$ cat config.mk
export PLATFORM = sky130hd
export DESIGN_NAME = flappy_game_ctrl
export DESIGN_NICKNAME = d
export VERILOG_FILES = /design/src/rtl/flappy_game_ctrl.sv
export SDC_FILE = /design/constraint.sdc
export NUM_CORES = 1
export LEC_CHECK = 0
export CAP_MARGIN = 20
export CORE_MARGIN = 4
export CORE_UTILIZATION = 47
export DETAILED_ROUTE_END_ITERATION = 8
export GPL_TIMING_DRIVEN = 0
export HOLD_SLACK_MARGIN = 0.06
export PLACE_DENSITY = 0.79
export SLEW_MARGIN = 25
export SYNTH_ARGS = -nofsm -noshare
export SYNTH_HDL_FRONTEND = slang
export SYNTH_SLANG_ARGS = --single-unit
$ cat constraint.sdc
create_clock -name clk10 -period 2.4 [get_ports clk10]
set_input_delay 0.48 -clock clk10 [delete_from_list [all_inputs] [get_ports clk10]]
set_output_delay 0.48 -clock clk10 [all_outputs]
set_load 0.01 [all_outputs]
$ cat src/rtl/flappy_game_ctrl.sv
// Game-flow sequencer for the bird datapath: game FSM, countdown/death timers,
// BCD score with best-score tracking, and gating of the bird/pipe controls.
module flappy_game_ctrl #(
  parameter int unsigned READY_TICKS = 30,
  parameter int unsigned DEATH_TICKS = 20,
  parameter logic [9:0]  FLOOR_Y     = 10'd465
) (
  input  logic       clk10,
  input  logic       clr,
  input  logic       start,
  input  logic       up,
  input  logic       down,
  input  logic [9:0] bird_y_pos,
  input  logic       hit,
  input  logic       pipe_pass,
  output logic       bird_clr_n,
  output logic       game_end,
  output logic       up_o,
  output logic       down_o,
  output logic       pipe_run,
  output logic [2:0] state,
  output logic [5:0] cnt,
  output logic [7:0] score,
  output logic [7:0] best
);

  localparam int unsigned CNT_W   = 6;
  localparam int unsigned SCORE_W = 8;

  localparam logic [CNT_W-1:0] READY_LOAD = CNT_W'(READY_TICKS - 1);
  localparam logic [CNT_W-1:0] DEATH_LOAD = CNT_W'(DEATH_TICKS - 1);

  typedef enum logic [2:0] {
    ST_IDLE  = 3'd0,
    ST_READY = 3'd1,
    ST_PLAY  = 3'd2,
    ST_DYING = 3'd3,
    ST_OVER  = 3'd4
  } state_e;

  state_e               state_q;
  logic [CNT_W-1:0]     cnt_q;
  logic [SCORE_W-1:0]   score_q;
  logic [SCORE_W-1:0]   best_q;
  logic                 start_q;

  logic                 start_rise;
  logic                 floor_hit;
  logic [SCORE_W-1:0]   score_inc;

  assign start_rise = start & ~start_q;
  assign floor_hit  = (bird_y_pos >= FLOOR_Y);

  // Two-digit BCD increment that saturates at 99.
  always_comb begin
    score_inc = score_q;
    if (score_q != 8'h99) begin
      if (score_q[3:0] == 4'd9) begin
        score_inc = {score_q[7:4] + 4'd1, 4'd0};
      end else begin
        score_inc = {score_q[7:4], score_q[3:0] + 4'd1};
      end
    end
  end

  always_ff @(posedge clk10 or posedge clr) begin
    if (clr) begin
      state_q <= ST_IDLE;
      cnt_q   <= '0;
      score_q <= '0;
      best_q  <= '0;
      start_q <= 1'b0;
    end else begin
      start_q <= start;
      case (state_q)
        ST_IDLE: begin
          if (start_rise) begin
            state_q <= ST_READY;
            cnt_q   <= READY_LOAD;
            score_q <= '0;
          end
        end
        ST_READY: begin
          if (cnt_q == '0) begin
            state_q <= ST_PLAY;
          end else begin
            cnt_q <= cnt_q - CNT_W'(1);
          end
        end
        ST_PLAY: begin
          // A crash takes priority over a simultaneous pipe pass.
          if (hit || floor_hit) begin
            state_q <= ST_DYING;
            cnt_q   <= DEATH_LOAD;
          end else if (pipe_pass) begin
            score_q <= score_inc;
          end
        end
        ST_DYING: begin
          if (floor_hit || (cnt_q == '0)) begin
            state_q <= ST_OVER;
            if (score_q > best_q) begin
              best_q <= score_q;
            end
          end else begin
            cnt_q <= cnt_q - CNT_W'(1);
          end
        end
        ST_OVER: begin
          if (start_rise) begin
            state_q <= ST_IDLE;
          end
        end
        default: begin
          state_q <= ST_IDLE;
        end
      endcase
    end
  end

  // Control outputs decode straight from the registered state.
  always_comb begin
    bird_clr_n = 1'b1;
    game_end   = 1'b1;
    pipe_run   = 1'b0;
    up_o       = 1'b0;
    down_o     = 1'b0;
    case (state_q)
      ST_IDLE: begin
        bird_clr_n = 1'b0;
      end
      ST_PLAY: begin
        game_end = 1'b0;
        pipe_run = 1'b1;
        up_o     = up;
        down_o   = down;
      end
      ST_DYING: begin
        game_end = 1'b0;
        down_o   = 1'b1;
      end
      ST_READY, ST_OVER: begin
        game_end = 1'b1;
      end
      default: begin
        bird_clr_n = 1'b0;
      end
    endcase
  end

  assign state = state_q;
  assign cnt   = cnt_q;
  assign score = score_q;
  assign best  = best_q;

endmodule

Word-level counts from Yosys, hierarchy flattened. Cells that the tools add are included.

$add $sub $neg: 3. Order comparisons: 2. Equality and inequality tests: 17. Multiplexer cells: 22. Bitwise operators: 2. Reduce and logical (&&, ||, !) cells: 13.

Operators with widths (number): $mux W8 (5); $mux W6 (4); $pmux W6 S4 (1); $ne A2 B2 Y1 const B (11); $pmux W8 S2 (1); $mux W3 (5); $pmux W3 S5 (1); $reduce_and A5 Y1 (3); $ge A10 B9 Y1 const B (1); $add A4 B1 Y4 const B (2); $gt A8 B8 Y1 (1); $ne A8 B8 Y1 const B (1); $eq A3 B2 Y1 const B (2); $logic_not A6 Y1 (1); $reduce_and A6 Y1 (1); $sub A6 B1 Y6 const B (1); $eq A4 B4 Y1 const B (1); $mux W1 (4); $reduce_bool A4 Y1 (1); $reduce_or A4 Y1 (1); $eq A3 B1 Y1 const B (1); $eq A3 B3 Y1 const B (1); $logic_not A3 Y1 (1); $reduce_and A3 Y1 (1); other kinds (6) (7).

Bits in registers: 26. Bits of input ports: 17. Output and inout port bits: 30. Logic and storage cells: 65.

Longest topological paths before layout.
Depth in word-level cells: 6. Mapped depth: 9. Depth with buffers taken out: 7.

Least setup slack after synthesis. OpenSTA, ideal clock, no wires.

Kind: register -> register. Start: reg score_q[3], in the netlist score[3]. End: reg best_q[0], in the netlist best[0]. Library setup time: 125 ps. Arrival time: 2127 ps. Required time: 2275 ps. Slack: 148 ps. Stages on the path, launching flop included: 7. Buffers on the path: 0. Clock period less this slack: 2252 ps. Path through: dfrtp_1 -> ha_1 -> a21oi_1 -> a31oi_1 -> a2111oi_0 -> nor4_4 -> mux2_2.

Longest elaborated chain between the ends: 2.

Ends and longest elaborated chain: from (decl) (RTL line 43) `logic [SCORE_W-1:0] score_q;`; from (signal assigned) (RTL line 96) `score_q <= score_inc;`; $gt A8 B8 Y1 (RTL line 102) `if (score_q > best_q) begin`; $reduce_and A3 Y1 (no line); to (signal assigned) (RTL line 103) `best_q <= score_q;`; to (decl) (RTL line 44) `logic [SCORE_W-1:0] best_q;`.

No other way between the ends. A chain may end at the register's enable or synchronous reset.

Worst setup path after layout.
Start: reg state_q[0], in the netlist state[0]. End: out bird_clr_n.

Longest elaborated chain between the ends: 3. Elaborated cells on any way between the ends: 6. Those cells by class: eq/ne: 4; mux: 1; reduce/logical: 1.

Ends and longest elaborated chain: from (decl) (RTL line 41) `state_e state_q;`; from (signal assigned) (RTL line 68) `state_q <= ST_IDLE;`; from (signal assigned) (RTL line 78) `state_q <= ST_READY;`; from (signal assigned) (RTL line 85) `state_q <= ST_PLAY;`; $eq A3 B2 Y1 (tied with other cells) (RTL line 128) `case (state_q)`; $reduce_or A4 Y1 (no line) *; $mux W1 * (RTL line 128); to (decl) (RTL line 16) `output logic bird_clr_n,`.

Every way passes the cells marked *; elsewhere a longest branch is shown, timed or not.

==> run metrics <==
global placement routability congestion 0.833; CTS tree yes; Ant. Diodes 0; via count 1485; Crit Path Max Fanout 9; min cycle time layout 2.30 ns; Die X 66.9 um; cell internal pwr 1080 uW; sequential fraction of the synthesis area 39.9%; Cells after Synth 175; Clk pwr share 18.4%; cts hold-fix bufs 0; EDFF count, synth 0; drt total wl 3870 um; fin nets 258; Pleak 0.000982 uW; combinational power share 46.0%; CORE AREA 3340 um^2; DR WL/cell 14.2 um; worst slack, placed -0.274 ns; outcome finished, final reports clean; commonest non-fill, non-tap cell in the layout clkdlybuf4s50_1; most frequent cells in the layout clkdlybuf4s50_1, dfrtp_1, inv_1; Area growth syn-to-layout 36.0%; Die ar. 4480 um^2; CTS clk-pin slew, worst paths 0.15 ns; Tot Pwr 1710 uW; htree depth 1; Avg Cell Area, Syn 9.32 um^2; synth warn 0; Die Y-Extent 66.9 um; Pins Over Slew Limit 0; Worst Hold Class input pin to async pin; maximum VDD drop 0.000585 V; Arr. time, crit path 1.82 ns; Pre-Repair DR Iteration Count 4; CP Class flop to output pin; vias in the first global route 1374; Residual DRC 0; FMAX 0.434 GHz; sequential share of power 35.6%; Critical Path RT 1.92 ns; Distinct cells, synth 39; mapped cell area 1630 um^2; Final Hold Vio Count 0; Post-DRT Antenna Nets 0; GRT Overall Usage 18.1%; Setup Viol. Count Final 0; Sw Pwr 637 uW; initial core utilization 48.9%; Skew-Pair Late Insertion Delay 0.33 ns; proportion of layout cells with a drive suffix above 1 10.2%; Seq cells post-synth 26; syn_nets 206; global-route wire length before repair 6290 um; CTS root buf clkbuf_4; Tightest Pin Transition 0.617 ns; total CTS buffers 3; period utilisation layout 95.9%; switching portion of total power 37.2%; largest net degree at the start of global routing 27; max-cap viol count 0; Setup Skew 0.00321 ns; crit path launch type flop; input/output buffers 46; pwr dens 772 nW/um^2; CTS Sinks 26; Slew HR 57.7%; PnR worst setup slack 0.0982 ns; CP Capture Type output pin; antenna violations before repair 0; maximum clock path buffer count 2; Iter 0 DRT Violations 40; Overflow after GRT 0; DP HPWL 2850 um; Async S/R FF share, synth 100%; Post-synth top flop dfrtp_1; average vias per placed instance 5.46; Site Rows 21; Top Ports 47
## final timing paths
kind / to / startpoint / slack, ns / depth (start not counted)
min in group clk10: cnt[5] / cnt[5] / 0.54 / 1
setup reg to reg: best[0] / score[3] / 0.18 / 6
setup / recovery: bird_clr_n / state[0] / 0.1 / 4
hold reg to reg: cnt[5] / cnt[5] / 0.54 / 1
max in group asynchronous: cnt[2] / clr / 1.56 / 2
hold / removal: state[0] / clr / 0.48 / 2
## logic make-up (layout without fill, tap and decap cells)
family,count (synthesis),in the layout,synth area share (%)
AND/OR/NAND/NOR,62,62,20.6
AO/OA/AOI/OAI,39,39,15.7
XOR/XNOR,1,1,0.537
multiplexers,9,9,5.98
adder cells (fa/ha/maj),14,14,10.7
flip-flops,26,26,39.9
buffers and inverters,24,75,6.59
## worst max-delay path, stage by stage, from the launching register on
cell and delay, ns:
dfrtp_1 0.41, buf_4 0.17, nor2_1 0.21, xnor2_1 0.15, clkdlybuf4s50_1 0.55
## routing by layer
metal	routed length, um	part of all wire, %	up-vias	track usage, %
li1	-	-	731	-
met1	1820	47	688	24.7
met2	1720	44	57	29.0
met3	267	6.9	9	3.37
met4	63	1.6	0	5.57
met5	0	0	-	0
## registers in the layout, indices dropped and copies added (netlist names)
name and flops:
start_q 1, cnt 6, best 8, state 3
score 8
## synthesized netlist by cell type (all sizes together) (2+ instances only)
master  count  area, um^2
nand2      12        45.0
nand3       9        45.0
nor2       15        56.3
nor4        4        40.0
or2b        3        22.5
inv        19        71.3
and2        3        18.8
nor3        2        10.0
nand2b      2        12.5
o21a        2        15.0
nor2b       2        12.5
nand4       4        25.0
a21oi       8        40.0
mux2i       3        30.0
buf         4        31.3
a31oi       3        18.8
mux2        6        67.6
o21ai      13        65.1
dfrtp      26         651
o31ai       5        37.5
ha         14         175
o41ai       3        33.8
## through the flow
stage | area (um^2) | hold WS, ns | cells | TNS (ns) | utilization [%]
after floorplan | 1630 | 0.511 | 175 | 0 | -
after CTS | 2210 | 0.544 | 272 | 0 | 66.4
after global placement | 2150 | 0.516 | 267 | -2.60 | 64.4
final | 2220 | 0.484 | 272 | 0 | 66.5
after detailed placement | 2150 | 0.522 | 267 | -2.80 | 64.4
after global routing | 2220 | 0.520 | 272 | -0.158 | 66.5
## layout make-up
cell class	instances	area, um^2
timing repair buffer	47	470
buffer	5	36.3
clock buffer	3	22.5
sequential	26	651
multi-input combinational	125	877
clock inverter	1	30.0
fill	294	1120
tap	46	57.6
inverter	19	73.8
## power by group through the flow
stage | combinational, uW | clock (uW) | sequential, uW
after floorplan | 449 | 0 | 634
after global placement | 767 | 0 | 615
after detailed placement | 779 | 0 | 615
after CTS | 791 | 319 | 607
after global routing | 873 | 336 | 623
final | 789 | 315 | 610
## what timing repair did
item	in CTS	in global routing
pin swaps	0	1
setup buffers	1	0
hold endpoints to repair	0	0
resized for setup	3	2
endpoints found under the setup margin	2	9
Power figures use the tool's default switching activity.
